[src/rtl/mult_pkg.sv]
// ----------------------------------------------------------------------------
// mult_pkg
// Shared definitions for braun_multiplier and its downstream product_accumulator.
//   PROD_W      : width of a multiplier product (8)
//   OP_W        : width of a multiplier operand (4)
//   acc_state_t : accumulator FSM states {ACC, OUT}
// ----------------------------------------------------------------------------
package mult_pkg;

   localparam int unsigned PROD_W = 8;
   localparam int unsigned OP_W   = 4;

   // ACC: accepting terms, OUT: holding a group result
   typedef enum logic [0:0] {
      ACC = 1'b0,
      OUT = 1'b1
   } acc_state_t;

endpackage : mult_pkg

[src/rtl/product_accumulator_if.sv]
// ----------------------------------------------------------------------------
// product_accumulator_if
// Product input stream and group-result output stream of product_accumulator.
//   in_valid/in_ready/in_prod/in_last      : product beat handshake
//   out_valid/out_ready/out_sum/out_count/out_ovf : group result handshake
// Modports:
//   slave  : the accumulator (consumes products, produces results)
//   master : the environment (produces products, consumes results)
// ----------------------------------------------------------------------------
interface product_accumulator_if
   import mult_pkg::*;
#(
   parameter int unsigned ACC_W = 12,
   parameter int unsigned CNT_W = 5
);

   logic              in_valid;
   logic              in_ready;
   logic [PROD_W-1:0] in_prod;
   logic              in_last;

   logic              out_valid;
   logic              out_ready;
   logic [ACC_W-1:0]  out_sum;
   logic [CNT_W-1:0]  out_count;
   logic              out_ovf;

   modport slave (
      input  in_valid,
      output in_ready,
      input  in_prod,
      input  in_last,
      output out_valid,
      input  out_ready,
      output out_sum,
      output out_count,
      output out_ovf
   );

   modport master (
      output in_valid,
      input  in_ready,
      output in_prod,
      output in_last,
      input  out_valid,
      output out_ready,
      input  out_sum,
      input  out_count,
      input  out_ovf
   );

endinterface : product_accumulator_if

[src/rtl/acc_add_sat.sv]
// ----------------------------------------------------------------------------
// acc_add_sat
// ACC_W-wide combinational adder of the running sum and one product.
// Build option: PRODUCT_ACC_SATURATE_EN
//   defined   : sum clamps to all-ones whenever the add carries out
//   undefined : sum wraps modulo 2^ACC_W
// In both builds carry reports the raw carry out of ACC_W.
// Ports:
//   acc    in  ACC_W   running sum
//   addend in  PROD_W  product term
//   sum    out ACC_W   updated sum
//   carry  out 1       carry out of the ACC_W-bit add
// ----------------------------------------------------------------------------
module acc_add_sat
   import mult_pkg::*;
#(
   parameter int unsigned ACC_W = 12
) (
   input  logic [ACC_W-1:0]  acc,
   input  logic [PROD_W-1:0] addend,
   output logic [ACC_W-1:0]  sum,
   output logic              carry
);

   localparam int unsigned SUM_W = ACC_W + 1;

   logic [SUM_W-1:0] raw;

   assign raw   = {1'b0, acc} + SUM_W'(addend);
   assign carry = raw[ACC_W];

`ifdef PRODUCT_ACC_SATURATE_EN
   // Once clamped, any further non-zero term carries again, so the sum
   // stays all-ones for the rest of the group.
   assign sum = carry ? {ACC_W{1'b1}} : raw[ACC_W-1:0];
`else
   assign sum = raw[ACC_W-1:0];
`endif

endmodule : acc_add_sat

[src/rtl/product_accumulator.sv]
// ----------------------------------------------------------------------------
// product_accumulator
// Sums a group of 8-bit products (dot-product reduction) and presents the
// group total, term count and sticky overflow flag on a valid/ready port.
// A group closes on a beat with in_last set or on its MAX_TERMS-th beat.
// Build option: PRODUCT_ACC_SATURATE_EN (see acc_add_sat).
// Parameters:
//   ACC_W     accumulator / out_sum width (>= 8)
//   MAX_TERMS forced close after this many terms (>= 1)
//   CNT_W     term counter / out_count width
// Ports:
//   clk    in  clock, rising edge
//   rst_n  in  asynchronous active-low reset
//   bus    slave modport of product_accumulator_if
//          (in_valid/in_ready/in_prod/in_last,
//           out_valid/out_ready/out_sum/out_count/out_ovf)
// ----------------------------------------------------------------------------
module product_accumulator
   import mult_pkg::*;
#(
   parameter int unsigned ACC_W     = 12,
   parameter int unsigned MAX_TERMS = 16,
   parameter int unsigned CNT_W     = $clog2(MAX_TERMS + 1)
) (
   input  logic                  clk,
   input  logic                  rst_n,
   product_accumulator_if.slave  bus
);

   acc_state_t       state_q, state_d;
   logic [ACC_W-1:0] acc_q, acc_d;
   logic [CNT_W-1:0] cnt_q, cnt_d;
   logic             ovf_q, ovf_d;

   logic [ACC_W-1:0] sum_q, sum_d;
   logic [CNT_W-1:0] count_q, count_d;
   logic             ovf_out_q, ovf_out_d;

   logic [ACC_W-1:0] add_sum;
   logic             add_carry;
   logic [CNT_W-1:0] cnt_inc;
   logic             accept;
   logic             close;

   // Running sum plus current product
   acc_add_sat #(
      .ACC_W (ACC_W)
   ) u_add (
      .acc    (acc_q),
      .addend (bus.in_prod),
      .sum    (add_sum),
      .carry  (add_carry)
   );

   assign cnt_inc = cnt_q + CNT_W'(1);
   assign accept  = bus.in_valid && (state_q == ACC);
   // A beat that is both last and the MAX_TERMS-th closes exactly once
   assign close   = accept && (bus.in_last || (cnt_inc == CNT_W'(MAX_TERMS)));

   // Next-state, datapath and result capture
   always_comb begin
      state_d   = state_q;
      acc_d     = acc_q;
      cnt_d     = cnt_q;
      ovf_d     = ovf_q;
      sum_d     = sum_q;
      count_d   = count_q;
      ovf_out_d = ovf_out_q;

      case (state_q)
         ACC: begin
            if (accept) begin
               acc_d = add_sum;
               cnt_d = cnt_inc;
               ovf_d = ovf_q | add_carry;
            end
            if (close) begin
               state_d   = OUT;
               sum_d     = add_sum;
               count_d   = cnt_inc;
               ovf_out_d = ovf_q | add_carry;
            end
         end
         OUT: begin
            // Result registers are left untouched so they hold through stalls
            if (bus.out_ready) begin
               state_d = ACC;
               acc_d   = '0;
               cnt_d   = '0;
               ovf_d   = 1'b0;
            end
         end
         default: begin
            state_d = ACC;
         end
      endcase
   end

   // State and result registers
   always_ff @(posedge clk or negedge rst_n) begin
      if (!rst_n) begin
         state_q   <= ACC;
         acc_q     <= '0;
         cnt_q     <= '0;
         ovf_q     <= 1'b0;
         sum_q     <= '0;
         count_q   <= '0;
         ovf_out_q <= 1'b0;
      end else begin
         state_q   <= state_d;
         acc_q     <= acc_d;
         cnt_q     <= cnt_d;
         ovf_q     <= ovf_d;
         sum_q     <= sum_d;
         count_q   <= count_d;
         ovf_out_q <= ovf_out_d;
      end
   end

   // Handshake flags decode the state register only
   assign bus.in_ready  = (state_q == ACC);
   assign bus.out_valid = (state_q == OUT);
   assign bus.out_sum   = sum_q;
   assign bus.out_count = count_q;
   assign bus.out_ovf   = ovf_out_q;

endmodule : product_accumulator
[src/flat_wrapper.sv]
// flat-port wrapper written by rule: the top's interface ports become plain ports
module product_accumulator_flat import mult_pkg::*;
#(
   parameter int unsigned ACC_W     = 12,
   parameter int unsigned MAX_TERMS = 16,
   parameter int unsigned CNT_W     = $clog2(MAX_TERMS + 1)
)
  (clk, rst_n, bus_in_valid, bus_in_ready, bus_in_prod, bus_in_last, bus_out_valid, bus_out_ready, bus_out_sum, bus_out_count, bus_out_ovf);
  product_accumulator_if #(.ACC_W(ACC_W), .CNT_W(CNT_W)) bus_i ();
  input  logic clk;
  input  logic rst_n;
  input wire logic [$bits(bus_i.in_valid)-1:0] bus_in_valid;
  output wire logic [$bits(bus_i.in_ready)-1:0] bus_in_ready;
  input wire logic [$bits(bus_i.in_prod)-1:0] bus_in_prod;
  input wire logic [$bits(bus_i.in_last)-1:0] bus_in_last;
  output wire logic [$bits(bus_i.out_valid)-1:0] bus_out_valid;
  input wire logic [$bits(bus_i.out_ready)-1:0] bus_out_ready;
  output wire logic [$bits(bus_i.out_sum)-1:0] bus_out_sum;
  output wire logic [$bits(bus_i.out_count)-1:0] bus_out_count;
  output wire logic [$bits(bus_i.out_ovf)-1:0] bus_out_ovf;
  assign bus_i.in_valid = bus_in_valid;
  assign bus_in_ready = bus_i.in_ready;
  assign bus_i.in_prod = bus_in_prod;
  assign bus_i.in_last = bus_in_last;
  assign bus_out_valid = bus_i.out_valid;
  assign bus_i.out_ready = bus_out_ready;
  assign bus_out_sum = bus_i.out_sum;
  assign bus_out_count = bus_i.out_count;
  assign bus_out_ovf = bus_i.out_ovf;
  product_accumulator #(.ACC_W(ACC_W), .MAX_TERMS(MAX_TERMS), .CNT_W(CNT_W)) u_core (.clk(clk), .rst_n(rst_n), .bus(bus_i));
endmodule
[config.mk]
export PLATFORM = sky130hd
export DESIGN_NAME = product_accumulator_flat
export DESIGN_NICKNAME = d
export VERILOG_FILES = /design/src/rtl/mult_pkg.sv /design/src/rtl/product_accumulator_if.sv /design/src/rtl/acc_add_sat.sv /design/src/rtl/product_accumulator.sv /design/src/flat_wrapper.sv
export SDC_FILE = /design/constraint.sdc
export NUM_CORES = 1
export LEC_CHECK = 0
export CAP_MARGIN = 20
export CORE_AREA = 2 2 92 94
export CTS_CLUSTER_DIAMETER = 50
export CTS_CLUSTER_SIZE = 28
export DETAILED_ROUTE_END_ITERATION = 6
export DIE_AREA = 0 0 94 96
export PLACE_DENSITY = 0.43
export SYNTH_ARGS = -nofsm -noshare
export SYNTH_HDL_FRONTEND = slang
export SYNTH_SLANG_ARGS = --single-unit
[constraint.sdc]
create_clock -name clk -period 2.45 [get_ports clk]
set_input_delay 0.3675 -clock clk [delete_from_list [all_inputs] [get_ports clk]]
set_output_delay 0.3675 -clock clk [all_outputs]
set_load 0.03 [all_outputs]
# --- Word-level counts from Yosys, hierarchy flattened ---
# Cells that the tools add are included.
# Widths: inputs -> output; s select.
word_totals:
  elab_cells: 31
  regBits: 37
  in_bits: 13
classes:
  bitwise: 2
  n_addsub: 2
  reduce_logical: 5
  n_mux: 12
  n_eq_ne: 3
op_table:
  columns: ["operator", "n"]
  rows:
  - ["$mux 12", 2]
  - ["$pmux 12 s2", 1]
  - ["$add 12x8->13", 1]
  - ["$mux 5", 2]
  - ["$pmux 5 s2", 1]
  - ["$add 5x1->5 const B", 1]
  - ["$eq 5x5->1 const B", 1]
  - ["$mux 1", 4]
  - ["$pmux 1 s2", 2]
  - ["$reduce_and 2->1", 2]
  - ["$logic_and 1x1->1", 2]
  - ["$ne 2x1->1 const B", 1]
  - ["$ne 2x2->1 const B", 1]
  - ["$logic_or 1x1->1", 1]
  - ["$not 1->1", 1]
  - ["$or 1x1->1", 1]

# --- Logic depth before layout (Yosys ltp) ---
# Gate-level depths: netlist of run 1.
logic_depth:
  word_depth: 6
  mapped_depth: 9
  ltp_nobuf: 9

# --- Hierarchy ---
# From an unflattened synthesis of run 1, not the netlist that was laid out.
hier_totals:
  cells_unflattened: 183
  hier_area_um2: 2142.1
modules_own_cells:
  columns: ["module", "seq_area_each_um2", "instances", "cells_per_inst", "area_each_um2"]
  rows:
  - ["product_accumulator", 925.9, 1, 111, 1577.8]
  - ["acc_add_sat", 0.0, 1, 72, 564.3]

# --- Least setup slack after synthesis of run 1 ---
# Ideal clock, no wire load.
synth_timing:
  path_kind: "in2reg"
  startpoint: "input port bus_in_prod[0]"
  endpoint: "register u_core.acc_q[10]"
  path_buffers: 0
  setup_time_ns: 0.121
  stages: 9
  slack_ns: 0.274
  t_arrival_ns: 2.055
  path_cell_list: "ha_1 > inv_1 > fa_1 > and2b_1 > o31ai_1 > a31oi_1 > and3_4 > o21bai_1 > a22o_1"
synth_between:
  elab_chain_cells: 3
synth_lines:
  columns: ["element", "line_no", "text"]
  rows:
  - ["start: declaration", "flat_wrapper.sv:14", "input wire logic [$bits(bus_i.in_prod)-1:0] bus_in_prod;"]
  - ["$add 12x8->13", "acc_add_sat.sv:29", "assign raw = {1'b0, acc} + SUM_W'(addend);"]
  - ["$mux 12", "product_accumulator.sv:72", "if (accept) begin"]
  - ["$pmux 12 s2", "product_accumulator.sv:70", "case (state_q)"]
  - ["end signal: assignment", "product_accumulator.sv:103", "acc_q <= '0;"]
  - ["end signal: assignment", "product_accumulator.sv:111", "acc_q <= acc_d;"]
  - ["end: declaration", "product_accumulator.sv:31", "logic [ACC_W-1:0] acc_q, acc_d;"]
# Every way passes these cells. The select of a mux whose other input is x is not followed.
# A chain may end at the register's enable or synchronous reset.

# --- Worst setup path after layout of run 1 ---
# Same ends and word-level chain as after synthesis.

==> results of run 1 <==
-- critical path, cell delays in order --
cell and delay (ns):
clkdlybuf4s50_1 0.47, ha_1 0.17, inv_1 0.05, fa_1 0.38
and2b_1 0.24, o31ai_2 0.08, a31oi_1 0.13, buf_4 0.14
and3_4 0.20, o21bai_1 0.06, a22o_1 0.19
-- power groups by stage --
stage	clock network, mW	logic [mW]	registers, mW
floorplan	0	0.676	1.17
global placement	0	1.47	0.969
detailed placement	0	1.47	0.972
CTS	0.686	1.48	0.962
global route	0.710	1.62	0.988
finish	0.663	1.46	0.959
-- flip-flops by register name, summed over array words and instances, names as in the netlist --
signal,count
u_core.bus.out_sum,12
u_core.cnt_q,5
u_core.acc_q,12
u_core.bus.out_ovf,1
u_core.ovf_q,1
u_core.bus.out_valid,1
u_core.bus.out_count,5
-- what timing repair did --
action,CTS,global route
endpoints found under the setup margin,0,3
setup buffers,0,0
gates resized for setup,0,1
-- through the flow --
step	cells	total power [mW]	cell area, um2	setup TNS (ns)
floorplan	189	1.849	1947	0
global placement	338	2.439	2507	-0.8915
detailed placement	338	2.438	2507	-0.9558
CTS	346	3.124	2645	0
global route	346	3.321	2650	0
finish	346	3.083	2650	0
-- synthesized netlist by cell type, types with 2 or more instances --
library cell and n:
nand2_1 20, a21oi_1 7, a21boi_0 3, mux2_2 7, nor2_1 12, o21ai_0 27, a22o_1 8, ha_1 10
o21a_1 3, o31ai_1 3, nand3_1 4, and3_1 2, xnor2_1 4, dfrtp_1 37, a21o_1 3, inv_1 8
xor2_1 6, clkbuf_1 3
-- worst max path at each step --
| stage | start | end | slack (ns) |
|---|---|---|---|
| 6_report | bus_in_prod[0] | u_core.acc_q[10] | 0.18 |
| 5_1_grt | bus_in_prod[0] | u_core.acc_q[10] | 0.01 |
| 4_1_cts | bus_in_prod[0] | u_core.acc_q[10] | 0.13 |
| 3_5_place_dp | bus_in_prod[0] | u_core.acc_q[10] | -0.18 |
| 3_3_place_gp | bus_in_prod[0] | u_core.acc_q[10] | -0.17 |
| 2_1_floorplan | bus_in_prod[0] | u_core.acc_q[10] | 0.27 |
-- cells in the final DEF (no fill, tap or decap), types with 2 or more instances in the layout --
master / synthesis / final
nand2_1: 20 / 20
xor2_1: 6 / 6
nand3_1: 4 / 4
a21boi_0: 3 / 3
buf_4: 1 / 17
and3_1: 2 / 2
clkbuf_8: 0 / 5
inv_1: 8 / 8
xnor2_1: 4 / 4
ha_1: 10 / 10
o21a_1: 3 / 3
bufinv_16: 0 / 2
nor2_1: 12 / 12
o21ai_0: 27 / 27
clkdlybuf4s50_1: 0 / 31
dfrtp_1: 37 / 37
a21o_1: 3 / 3
mux2_2: 7 / 7
o31ai_1: 3 / 2
a22o_1: 8 / 8
a21oi_1: 7 / 7
-- kinds of logic after synthesis --
group	share of synthesized area (%)
compound gates	22.43
xor+xnor	4.499
fa+ha+maj	7.455
buf+inv	3.278
flops	47.56
mux	4.049
simple gates	10.73
-- routing by layer --
layer / track usage (%) / vias up / share of wire, %
met5: 0 / - / 0
met4: 3.261 / 0 / 1.4
met3: 2.506 / 6 / 2.5
met2: 18.75 / 20 / 47
met1: 14.68 / 766 / 49
li1: - / 782 / -
-- cell type report --
cell class	instances	area share [%]
tap	105	4.958
clock inverter	3	2.597
timing repair buffer	50	17.47
inverter	8	1.133
sequential	37	34.94
clock buffer	5	2.597
multi-input combinational	138	36.31
==> flow_summary.json, run 1 <==
{
  "period_minus_slack_ns": 2.272,
  "multiInputGateArea_um2": 962.2,
  "crit_path_max_fanout": 4,
  "vias": 1574,
  "synth_warnings": 0,
  "synthCells": 189,
  "ant_nets": 0,
  "slew_violations": 0,
  "dr.pass1.iters": 4,
  "p_int_mw": 1.932,
  "cts_tree": "built",
  "grt_max_degree": 38,
  "async_flop_share_pct": 100.0,
  "track_usage_pct": 11.24,
  "drt-total-wl_um": 4509,
  "gp_congestion": 0.7762,
  "fillers": 835,
  "dpl.hpwl_um": 3208,
  "clk_latency_ns": 0.29,
  "rows": 33,
  "via_per_inst": 4.549,
  "cts-root-buf": "clkbuf_8",
  "drt_iter0_drc": 87,
  "p_clk_share_pct": 21.5,
  "combinationalPowerShare_pct": 47.4,
  "slew_headroom_pct": 39.86,
  "wl_per_cell_um": 13.03,
  "synth_top_cell_by_area": "dfrtp_1",
  "ys_types": 40,
  "final_core_util_pct": 32.91,
  "syn2layout_area_growth_pct": 36.12,
  "die_w_um": 94,
  "die_h_um": 96,
  "cts_buffer_depth": 2,
  "syn_area_per_cell_um2": 10.30,
  "ys_top_cells_by_area": "dfrtp_1 48%, o21ai_0 6.9%, ha_1 6.4%, mux2_2 4.0%, nand2_1 3.9%",
  "grt_pass1_vias": 1641,
  "antenna_found_initial": 0,
  "clkTransAtPathRegs_ns": 0.09,
  "hold_violations": 0,
  "synth_ff_type": "dfrtp_1",
  "p_leak_nw": 1.208,
  "h-tree-depth": 2,
  "drv_cap": 0,
  "setup_ws_ns": 0.1777,
  "syn_nets": 213,
  "fp.coreArea_um2": 8051,
  "synth_top_area_share_pct": 47.56,
  "setup_viol": 0,
  "ys_seq_area_share_pct": 47.56,
  "die_area_um2": 9024,
  "required_ns": 2.64,
  "io_pins": 33,
  "cts_inserted_buffers": 5,
  "preCtsSetupSlack_ns": -0.1800,
  "ff_latch_area_um2": 925.9,
  "cp.arrival_ns": 2.46,
  "rsz0062_at_grt": "false",
  "seqPwrFrac_pct": 31.1,
  "cp-end-kind": "flip-flop",
  "period_share_pct": 92.75,
  "whs_ns": 0.1906,
  "r2r_end": "u_core.bus.out_sum[3]",
  "fin_worst_skew_ns": 0.005538,
  "clock_sinks": 37,
  "ir_drop_mv": 0.4118,
  "hold_buffers": 0,
  "critPathLaunchType": "primary input",
  "drc": 0,
  "synth_edf_count": 0,
  "nets": 264,
  "fmaxAchievable_mhz": 440.1,
  "worst-setup-path-type": "primary input to flip-flop",
  "reg2reg_depth": 7,
  "grt_pass1_wl_um": 7886,
  "antennaDiodeCount": 0,
  "reg2reg_slack_ns": 0.30,
  "switching_power_mw": 1.151,
  "ys_ff_latch": 37,
  "min_path_type": "primary input to async pin",
  "netlist_area_um2": 1947,
  "worst_pin_slew_ns": 0.9022,
  "status": "completed",
  "drive_gt1_share_pct": 15.77,
  "start_util_pct": 24.18,
  "timing.rr.start": "u_core.cnt_q[1]",
  "power.density_nw_per_um2": 1163,
  "swShare_pct": 37.33,
  "io_buffers": 32,
  "grt.overflow.total": 0
}
Note: power is estimated with default switching activity, not from simulation.
==> run 2: changes to the inputs <==
--- a/config.mk
+++ b/config.mk
@@ -6,12 +6,12 @@
 export NUM_CORES = 1
 export LEC_CHECK = 0
 export CAP_MARGIN = 20
-export CORE_AREA = 2 2 92 94
+export CORE_AREA = 2 2 68 70
 export CTS_CLUSTER_DIAMETER = 50
 export CTS_CLUSTER_SIZE = 28
 export DETAILED_ROUTE_END_ITERATION = 6
-export DIE_AREA = 0 0 94 96
-export PLACE_DENSITY = 0.43
+export DIE_AREA = 0 0 70 72
+export PLACE_DENSITY = 0.7
 export SYNTH_ARGS = -nofsm -noshare
 export SYNTH_HDL_FRONTEND = slang
 export SYNTH_SLANG_ARGS = --single-unit
==> flow_summary.json, run 2 (synthesis gave the netlist of run 1 again) <==
{
  "status": "completed",
  "reg2reg_depth": 7,
  "grt_max_degree": 38,
  "slew_violations": 0,
  "cts_inserted_buffers": 5,
  "final_common_cell": "dfrtp_1",
  "min_path_type": "primary input to async pin",
  "drt-total-wl_um": 4049,
  "reg2reg_slack_ns": 0.28,
  "syn2layout_area_growth_pct": 29.18,
  "start_util_pct": 45.66,
  "antenna_found_initial": 0,
  "slew_headroom_pct": 44.41,
  "drc": 0,
  "dp.cells": 281,
  "met3_length_um": 135,
  "cp.arrival_ns": 2.46,
  "ant_nets": 0,
  "clk_latency_ns": 0.29,
  "gp_congestion": 0.8708,
  "wl_met1_um": 1989,
  "die_h_um": 72,
  "die_area_um2": 5040,
  "clkTransAtPathRegs_ns": 0.07,
  "critPathLaunchType": "primary input",
  "grt.overflow.total": 0,
  "worst-setup-path-type": "primary input to flip-flop",
  "highest_layer": "met4",
  "crit_path_max_fanout": 2,
  "fin_cells": 288,
  "track_usage_pct": 17.03,
  "setup_viol": 0,
  "post_cts_buffers": 0,
  "layout_common_cells": "37 x dfrtp_1, 31 x clkdlybuf4s50_1, 26 x o21ai_0",
  "nets": 260,
  "required_ns": 2.62,
  "fillers": 379,
  "r2r_end": "u_core.bus.out_sum[6]",
  "via_per_inst": 5.257,
  "drt_iter0_drc": 84,
  "wl_per_cell_um": 14.06,
  "period_share_pct": 93.32,
  "timing.rr.start": "u_core.cnt_q[0]",
  "power.density_nw_per_um2": 1150,
  "io_pins": 33,
  "cts_buffer_depth": 2,
  "antennaDiodeCount": 0,
  "p_leak_nw": 1.169,
  "h-tree-depth": 2,
  "period_minus_slack_ns": 2.286,
  "clock_sinks": 37,
  "fp.coreArea_um2": 4264,
  "cp-end-kind": "flip-flop",
  "dr.pass1.iters": 4,
  "wl_met2_um": 1841,
  "grt_pass1_vias": 1482,
  "drive_gt1_share_pct": 14.83,
  "dpl.hpwl_um": 2814,
  "grt_pass1_wl_um": 6782,
  "rows": 24,
  "die_w_um": 70,
  "hold_violations": 0,
  "vias": 1514,
  "whs_ns": 0.1658,
  "cts_tree": "built",
  "ff_latch_area_um2": 925.9,
  "ir_drop_mv": 0.6252,
  "worst_pin_slew_ns": 0.8339,
  "fmaxAchievable_mhz": 437.4,
  "drv_cap": 0,
  "multiInputGateArea_um2": 969.7,
  "fin_worst_skew_ns": 0.007209,
  "cts-root-buf": "clkbuf_8",
  "io_buffers": 32
}
-- run 2: report_power, final --
group	internal [mW]	switching, mW	leakage, nW
clock	0.296	0.214	0.0540
sequential	0.818	0.143	0.475
combinational	0.665	0.756	0.641
-- run 2: worst max path at each step --
stage,from,end,slack [ns],cells after the start
4_1_cts,bus_in_prod[0],u_core.acc_q[10],0.15,11
6_report,bus_in_prod[1],u_core.bus.out_sum[11],0.16,8
5_1_grt,bus_in_prod[1],u_core.bus.out_sum[11],-0.03,8
3_5_place_dp,bus_in_prod[0],u_core.acc_q[10],-0.16,11
3_3_place_gp,bus_in_prod[0],u_core.acc_q[10],-0.13,11
2_1_floorplan,bus_in_prod[0],u_core.acc_q[10],0.27,9
-- run 2: per-layer routing --
metal | up-vias | global-route usage [%]
li1 | 769 | -
met1 | 711 | 23.33
met4 | 0 | 7.692
met5 | - | 0
met2 | 26 | 26.77
met3 | 8 | 2.917
-- run 2: worst max-delay path, stage by stage --
cell             delay (ns)
clkdlybuf4s50_1        0.43
ha_1                   0.33
a211o_1                0.33
a211oi_2               0.28
nor2_1                 0.10
and4b_1                0.22
a2111oi_2              0.31
o21ai_1                0.09
-- run 2: repair_timing --
item / 4_1_cts / 5_1_grt
hold endpoints to repair: 0 / 0
resized for setup: 0 / 4
setup endpoints to repair: 0 / 4
hold buffers: 0 / 0
-- run 2: area by class of cell --
class	count	share of cell area [%]
multi-input cells	138	38.56
flip-flops and latches	37	36.82
repair buffers	46	16.72
clock buffers	5	2.736
well taps	52	2.587
clock inverters	2	1.393
inverters	8	1.194
-- run 2: per-stage QoR --
step	total power, mW	cell area (um2)	worst slack (ns)	setup TNS (ns)	util [%]
4_1_cts	2.900	2502	0.1494	0	58.69
2_1_floorplan	1.849	1947	0.2744	0	-
6_report	2.891	2515	0.1637	0	58.98
3_5_place_dp	2.379	2399	-0.1626	-0.6306	56.25
5_1_grt	3.087	2515	-0.03312	-0.03312	58.98
3_3_place_gp	2.352	2399	-0.1335	-0.4363	56.25
==> run 3: changes to the inputs <==
--- a/config.mk
+++ b/config.mk
@@ -11,6 +11,7 @@
 export CTS_CLUSTER_SIZE = 28
 export DETAILED_ROUTE_END_ITERATION = 6
 export DIE_AREA = 0 0 70 72
+export HOLD_SLACK_MARGIN = 0.1
 export PLACE_DENSITY = 0.7
 export SYNTH_ARGS = -nofsm -noshare
 export SYNTH_HDL_FRONTEND = slang
==> results of run 3 <==
The final DEF is identical to that of run 2; final timing and power are the same.
